[src/rtl/whackamole_pkg.sv]
// Shared types and constants for the whack-a-mole game-play stage.
package whackamole_pkg;

  localparam int NUM_HOLES = 4;
  localparam int HOLE_W    = 2;

  // Feedback taps 8,6,5,4 (1-based) of the 8-bit Fibonacci LFSR, as a bit mask.
  localparam logic [7:0] LFSR_TAPS = 8'b1011_1000;

  typedef enum logic [1:0] {
    IDLE = 2'd0,
    GAP  = 2'd1,
    UP   = 2'd2,
    DONE = 2'd3
  } state_e;

  // Take the low LFSR bits as a hole; never repeat the previous hole back to back.
  function automatic logic [HOLE_W-1:0] pick_hole(input logic [HOLE_W-1:0] rnd,
                                                  input logic [HOLE_W-1:0] last);
    logic [HOLE_W-1:0] h;
    h = rnd;
    if (h == last) begin
      h = h + 2'd1;
    end else begin
      h = rnd;
    end
    return h;
  endfunction

  // One-hot lamp pattern for a hole index.
  function automatic logic [NUM_HOLES-1:0] hole_onehot(input logic [HOLE_W-1:0] h);
    logic [NUM_HOLES-1:0] one;
    one = {{(NUM_HOLES-1){1'b0}}, 1'b1};
    return one << h;
  endfunction

endpackage

[src/rtl/mole_controller_if.sv]
// Game-play bus: control inputs from the system and lamp/score outputs.
interface mole_controller_if #(
  parameter int SCORE_W = 8
);
  import whackamole_pkg::*;

  logic                 restart_game;
  logic                 game_over;
  logic [NUM_HOLES-1:0] whack;
  logic [NUM_HOLES-1:0] mole_on;
  logic [SCORE_W-1:0]   score;
  logic                 hit_pulse;
  logic                 miss_pulse;

  modport master (
    output restart_game, game_over, whack,
    input  mole_on, score, hit_pulse, miss_pulse
  );

  modport slave (
    input  restart_game, game_over, whack,
    output mole_on, score, hit_pulse, miss_pulse
  );

endinterface

[src/rtl/lfsr8.sv]
// Free-running 8-bit Fibonacci LFSR used as the hole-pick random source.
module lfsr8
  import whackamole_pkg::*;
#(
  parameter logic [7:0] SEED = 8'hA5
) (
  input  logic       clk,
  input  logic       rst_n,
  output logic [7:0] q
);

  logic [7:0] q_q;
  logic [7:0] q_d;

  // Shift left; XOR of the tapped bits enters at the LSB.
  always_comb begin
    q_d = {q_q[6:0], ^(q_q & LFSR_TAPS)};
  end

  // Shift register; only the async reset reloads the seed.
  always_ff @(posedge clk or negedge rst_n) begin
    if (!rst_n) begin
      q_q <= SEED;
    end else begin
      q_q <= q_d;
    end
  end

  assign q = q_q;

endmodule

[src/rtl/mole_controller.sv]
// Whack-a-mole play controller: spawns moles, times them, scores whacks,
// and freezes when the upstream countdown reports game over.
module mole_controller
  import whackamole_pkg::*;
#(
  parameter int         TICK_DIV   = 500000,
  parameter int         GAP_TICKS  = 40,
  parameter int         LIFE_TICKS = 80,
  parameter int         SCORE_W    = 8,
  parameter logic [7:0] LFSR_SEED  = 8'hA5
) (
  input  logic             clk,
  input  logic             rst_n,
  mole_controller_if.slave bus
);

  localparam int PRESC_W   = (TICK_DIV > 1) ? $clog2(TICK_DIV) : 1;
  localparam int MAX_TICKS = (GAP_TICKS > LIFE_TICKS) ? GAP_TICKS : LIFE_TICKS;
  localparam int CNT_W     = $clog2(MAX_TICKS + 1);

  localparam logic [PRESC_W-1:0]   PRESC_MAX  = PRESC_W'(TICK_DIV - 1);
  localparam logic [PRESC_W-1:0]   PRESC_ZERO = {PRESC_W{1'b0}};
  localparam logic [CNT_W-1:0]     GAP_END    = CNT_W'(GAP_TICKS);
  localparam logic [CNT_W-1:0]     LIFE_END   = CNT_W'(LIFE_TICKS);
  localparam logic [CNT_W-1:0]     CNT_ZERO   = {CNT_W{1'b0}};
  localparam logic [SCORE_W-1:0]   SCORE_MAX  = {SCORE_W{1'b1}};
  localparam logic [SCORE_W-1:0]   SCORE_ZERO = {SCORE_W{1'b0}};
  localparam logic [NUM_HOLES-1:0] NO_MOLE    = {NUM_HOLES{1'b0}};

  state_e               state_q, state_d;
  logic [PRESC_W-1:0]   presc_q, presc_d;
  logic [CNT_W-1:0]     cnt_q, cnt_d;
  logic [NUM_HOLES-1:0] mole_q, mole_d;
  logic [SCORE_W-1:0]   score_q, score_d;
  logic                 hit_q, hit_d;
  logic                 miss_q, miss_d;
  logic [HOLE_W-1:0]    last_hole_q, last_hole_d;
  logic                 restart_dly_q;

  logic                 tick_s;
  logic [CNT_W-1:0]     cnt_inc_s;
  logic [7:0]           lfsr_s;
  logic [HOLE_W-1:0]    hole_s;
  logic                 game_over_live_s;
  logic                 unused_lfsr_s;

  lfsr8 #(
    .SEED (LFSR_SEED)
  ) u_lfsr (
    .clk   (clk),
    .rst_n (rst_n),
    .q     (lfsr_s)
  );

  // Upper LFSR bits only feed the shift register itself.
  assign unused_lfsr_s = ^lfsr_s[7:HOLE_W];

  assign tick_s    = (presc_q == PRESC_MAX);
  assign cnt_inc_s = cnt_q + CNT_W'(1);
  assign hole_s    = pick_hole(lfsr_s[HOLE_W-1:0], last_hole_q);

  // The countdown drops game_over one cycle after restart, so its stale level is masked then.
  assign game_over_live_s = bus.game_over & ~restart_dly_q;

  // Prescaler: wraps at TICK_DIV-1 and re-phases with every new game.
  always_comb begin
    presc_d = presc_q;
    if (bus.restart_game) begin
      presc_d = PRESC_ZERO;
    end else if (tick_s) begin
      presc_d = PRESC_ZERO;
    end else begin
      presc_d = presc_q + PRESC_W'(1);
    end
  end

  // Game FSM next state: restart beats game_over, which beats normal play.
  always_comb begin
    state_d     = state_q;
    cnt_d       = cnt_q;
    mole_d      = mole_q;
    score_d     = score_q;
    hit_d       = 1'b0;
    miss_d      = 1'b0;
    last_hole_d = last_hole_q;
    if (bus.restart_game) begin
      state_d = GAP;
      cnt_d   = CNT_ZERO;
      mole_d  = NO_MOLE;
      score_d = SCORE_ZERO;
    end else if (game_over_live_s && ((state_q == GAP) || (state_q == UP))) begin
      state_d = DONE;
      mole_d  = NO_MOLE;
    end else begin
      case (state_q)
        IDLE: begin
          mole_d = NO_MOLE;
        end
        GAP: begin
          mole_d = NO_MOLE;
          miss_d = |bus.whack;
          if (tick_s) begin
            if (cnt_inc_s == GAP_END) begin
              state_d     = UP;
              cnt_d       = CNT_ZERO;
              mole_d      = hole_onehot(hole_s);
              last_hole_d = hole_s;
            end else begin
              cnt_d = cnt_inc_s;
            end
          end else begin
            cnt_d = cnt_q;
          end
        end
        UP: begin
          // A correct whack wins even when the lifetime expires on the same cycle.
          if (|(bus.whack & mole_q)) begin
            state_d = GAP;
            cnt_d   = CNT_ZERO;
            mole_d  = NO_MOLE;
            hit_d   = 1'b1;
            if (score_q == SCORE_MAX) begin
              score_d = score_q;
            end else begin
              score_d = score_q + SCORE_W'(1);
            end
          end else begin
            miss_d = |bus.whack;
            if (tick_s) begin
              if (cnt_inc_s == LIFE_END) begin
                state_d = GAP;
                cnt_d   = CNT_ZERO;
                mole_d  = NO_MOLE;
              end else begin
                cnt_d = cnt_inc_s;
              end
            end else begin
              cnt_d = cnt_q;
            end
          end
        end
        DONE: begin
          mole_d = NO_MOLE;
        end
        default: begin
          state_d = IDLE;
          mole_d  = NO_MOLE;
        end
      endcase
    end
  end

  // State, counters and registered outputs.
  always_ff @(posedge clk or negedge rst_n) begin
    if (!rst_n) begin
      state_q       <= IDLE;
      presc_q       <= PRESC_ZERO;
      cnt_q         <= CNT_ZERO;
      mole_q        <= NO_MOLE;
      score_q       <= SCORE_ZERO;
      hit_q         <= 1'b0;
      miss_q        <= 1'b0;
      last_hole_q   <= {HOLE_W{1'b0}};
      restart_dly_q <= 1'b0;
    end else begin
      state_q       <= state_d;
      presc_q       <= presc_d;
      cnt_q         <= cnt_d;
      mole_q        <= mole_d;
      score_q       <= score_d;
      hit_q         <= hit_d;
      miss_q        <= miss_d;
      last_hole_q   <= last_hole_d;
      restart_dly_q <= bus.restart_game;
    end
  end

  assign bus.mole_on    = mole_q;
  assign bus.score      = score_q;
  assign bus.hit_pulse  = hit_q;
  assign bus.miss_pulse = miss_q;

endmodule

[src/flat_wrapper.sv]
// flat-port wrapper written by rule: the top's interface ports become plain ports
module mole_controller_flat import whackamole_pkg::*;
#(
  parameter int         TICK_DIV   = 500000,
  parameter int         GAP_TICKS  = 40,
  parameter int         LIFE_TICKS = 80,
  parameter int         SCORE_W    = 8,
  parameter logic [7:0] LFSR_SEED  = 8'hA5
)
  (clk, rst_n, bus_restart_game, bus_game_over, bus_whack, bus_mole_on, bus_score, bus_hit_pulse, bus_miss_pulse);
  mole_controller_if #(.SCORE_W(SCORE_W)) bus_i ();
  input  logic clk;
  input  logic rst_n;
  input wire logic [$bits(bus_i.restart_game)-1:0] bus_restart_game;
  input wire logic [$bits(bus_i.game_over)-1:0] bus_game_over;
  input wire logic [$bits(bus_i.whack)-1:0] bus_whack;
  output wire logic [$bits(bus_i.mole_on)-1:0] bus_mole_on;
  output wire logic [$bits(bus_i.score)-1:0] bus_score;
  output wire logic [$bits(bus_i.hit_pulse)-1:0] bus_hit_pulse;
  output wire logic [$bits(bus_i.miss_pulse)-1:0] bus_miss_pulse;
  assign bus_i.restart_game = bus_restart_game;
  assign bus_i.game_over = bus_game_over;
  assign bus_i.whack = bus_whack;
  assign bus_mole_on = bus_i.mole_on;
  assign bus_score = bus_i.score;
  assign bus_hit_pulse = bus_i.hit_pulse;
  assign bus_miss_pulse = bus_i.miss_pulse;
  mole_controller #(.TICK_DIV(TICK_DIV), .GAP_TICKS(GAP_TICKS), .LIFE_TICKS(LIFE_TICKS), .SCORE_W(SCORE_W), .LFSR_SEED(LFSR_SEED)) u_core (.clk(clk), .rst_n(rst_n), .bus(bus_i));
endmodule
[config.mk]
export PLATFORM = sky130hd
export DESIGN_NAME = mole_controller_flat
export DESIGN_NICKNAME = d
export VERILOG_FILES = /design/src/rtl/whackamole_pkg.sv /design/src/rtl/mole_controller_if.sv /design/src/rtl/lfsr8.sv /design/src/rtl/mole_controller.sv /design/src/flat_wrapper.sv
export SDC_FILE = /design/constraint.sdc
export NUM_CORES = 1
export LEC_CHECK = 0
export BUFFER_PORTS_ARGS = -buffer_cell sky130_fd_sc_hd__buf_4
export CAP_MARGIN = 20
export CORE_MARGIN = 1.5
export CORE_UTILIZATION = 40
export CTS_BUF_LIST = sky130_fd_sc_hd__clkbuf_16
export DETAILED_ROUTE_END_ITERATION = 10
export GPL_ROUTABILITY_DRIVEN = 0
export PLACE_DENSITY = 0.68
export SLEW_MARGIN = 0
export SYNTH_ARGS = -nofsm -noshare
export SYNTH_HDL_FRONTEND = slang
export SYNTH_HIERARCHICAL = 1
export SYNTH_SLANG_ARGS = --single-unit
export TNS_END_PERCENT = 20
[constraint.sdc]
create_clock -name clk -period 2.2 [get_ports clk]
set_clock_uncertainty 0.15 [all_clocks]
set_input_delay 0.11 -clock clk [delete_from_list [all_inputs] [get_ports clk]]
set_output_delay 0.11 -clock clk [all_outputs]
set_load 0.05 [all_outputs]
==> impl_metrics.toml <==
[run_status]
status = "finished clean"

[cells_and_area]
post-route-util = 0.536
antennaDiodeCount = 0
nFillCells = 600
final_common_cell = "buf_4"
multi_input_area_um2 = 1450
final_cell_mix = "buf_4, dfrtp_1, nor2_1, nand2_1, xor2_1"
finalNonFillerCells = 424
layout.nets = 357
register_area_um2 = 1340
syn2layout_area_growth_pct = 30.4
drive_gt1_frac = 0.294

[power_and_ir_drop]
p_leak_nw = 1.68
power_density_nw_per_um2 = 638
p_int_mw = 1.77
p_sw_frac = 0.230
pwr-share-seq = 0.449
ir_worst_vdd_uv = 494
p_clk_frac = 0.434
pwr-share-comb = 0.117
p_sw_mw = 0.527

[timing]
post-route-period-util = 1.00
grt_setup_unrepaired = "yes"
hold_violations = 0
setup_viol = 0
max_slew.worst_pin.slew_ns = 0.664
fmax_ghz = 0.455
relSlewSlack = 0.557
post-route-min-period_ns = 2.20
report.final.slew_viol_count = 0

[clock_network]
htree_num_levels = 2
cts_tree = "yes"
cts_inserted_buffers = 5
root_buffer = "clkbuf_16"
path_clk_slew_ns = 0.07
clock-sinks = 53
clkLatencyLatePin_ns = 0.29
clockBufferDepth = 2

[route]
wl_per_cell_um = 14.1
num_vias = 2250
drc = 0
drt_pass1_iterations = 6
drtIter0Drc = 156
drt_wl_total_mm = 5.96
drtAntennaViolNets = 0
vias_per_cell = 5.31

[global_routing]
grt_pass1_wl_mm = 10.3
gr-usage-all-layers = 0.173
grt_remaining_overflow = 0
grt_start_max_net_pins = 54
grt_pass1_vias = 2176
antenna_found_initial = 0

[critical_path]
r2r_start = "u_core/presc_q[6]"
timing.reg2reg.setup_slack_ns = 0.0003
cp.required_ns = 2.28
worstPathMaxFanout = 2
startpoint_type = "flip-flop"
arrival_ns = 2.28
reg2reg_to = "u_core/cnt_q[0]"
rr_worst_depth = 6
endpoint_kind = "flip-flop"
setup.worst_path.class = "flip-flop to flip-flop"

[min_path]
whs_path_depth = 0
min_from = "u_core/u_lfsr/q[6]"
hold_path_end = "u_core/u_lfsr/q[7]"
hold_class = "flip-flop to flip-flop"

[synth]
syn_nets = 295
synth_area_um2 = 2760
yosysWarningCount = 6
synthCells = 281
syn_area_per_cell_um2 = 9.83

[floorplanning]
ios = 22
rows = 30
start_util = 0.411
die-area_um2 = 7410
die_w_um = 86.1
dieHeight_um = 86.1
coreArea_um2 = 6720

[place]
dp_cells = 412
hpwl_mm = 4.25
io_buffers = 21

[flow_run]
drv_cap = 0
==> layer usage <==
layer	part of all wire	track usage	vias to the layer above
li1	-	-	1119
met1	0.48	0.236	1100
met2	0.49	0.293	27
met3	0.025	0.0289	4
met4	0.0081	0.0352	0
met5	0	0	-
==> worst max-delay path, stage by stage, from the launching register on <==
cell,delay (ns)
dfrtp_1,0.38
or4b_4,0.54
or3_4,0.35
nor4_4,0.25
o21ai_1,0.12
a22oi_2,0.18
mux2_4,0.18
==> layout make-up <==
cell class,count,area share
clock buffers,5,0.0348
clock inverters,3,0.0181
inverters,6,0.00626
multi-input cells,212,0.404
flip-flops and latches,53,0.371
well taps,80,0.0278
repair buffers,65,0.138
==> state kept, by name, indices dropped and copies added, names as in the netlist <==
signal                 cells
u_core/presc_q            19
u_core/bus.score           8
u_core/u_lfsr/q            8
u_core/cnt_q               7
u_core/bus.mole_on         4
u_core/last_hole_q         2
u_core/state_q             2
u_core/bus.hit_pulse       1
u_core/bus.miss_pulse      1
u_core/restart_dly_q       1
==> worst max path at each step <==
| stage | from | end | slack, ns | cells after the start |
|---|---|---|---|---|
| 3_3_place_gp | u_core/presc_q[6] | u_core/cnt_q[0] | -0.03 | 6 |
| 3_5_place_dp | u_core/presc_q[6] | u_core/cnt_q[5] | -0.11 | 6 |
| 5_1_grt | u_core/presc_q[6] | u_core/cnt_q[1] | -0.11 | 6 |
| 6_report | u_core/presc_q[6] | u_core/cnt_q[0] | 0.0003 | 6 |
| 4_1_cts | u_core/presc_q[6] | u_core/cnt_q[0] | -0.01 | 6 |
| 2_1_floorplan | u_core/bus.mole_on[0] | u_core/bus.mole_on[2] | -0.02 | 7 |
==> power by group through the flow <==
stage	clock (mW)	sequential (mW)	combinational [mW]
6_report	0.996	1.03	0.270
5_1_grt	1.06	1.04	0.301
4_1_cts	1.02	1.03	0.260
3_5_place_dp	0	1.05	0.247
3_3_place_gp	0	1.05	0.244
2_1_floorplan	0	1.05	0.135
==> per-stage QoR <==
| step | cell area (µm²) | total power [mW] | setup TNS [ns] | hold WS (ns) | setup WS, ns |
|---|---|---|---|---|---|
| finish | 3600 | 2.30 | 0 | 0.208 | 0.000258 |
| global route | 3600 | 2.40 | -0.633 | 0.221 | -0.109 |
| CTS | 3570 | 2.31 | -0.0112 | 0.215 | -0.0112 |
| detailed placement | 3300 | 1.30 | -0.380 | 0.0472 | -0.109 |
| global placement | 3300 | 1.29 | -0.0710 | 0.0425 | -0.0275 |
| floorplan | 2800 | 1.18 | -0.0986 | -0.336 | -0.0227 |
==> repair_timing <==
| item | 4_1_cts | 5_1_grt |
|---|---|---|
| pin swaps | 2 | 3 |
| endpoints found under the setup margin | 9 | 16 |
| setup buffers | 1 | 1 |
| gates resized for setup | 9 | 8 |
| endpoints found under the hold margin | 50 | 0 |
| hold buffers | 2 | 0 |
No activity file was read; power rests on OpenSTA's default activity.
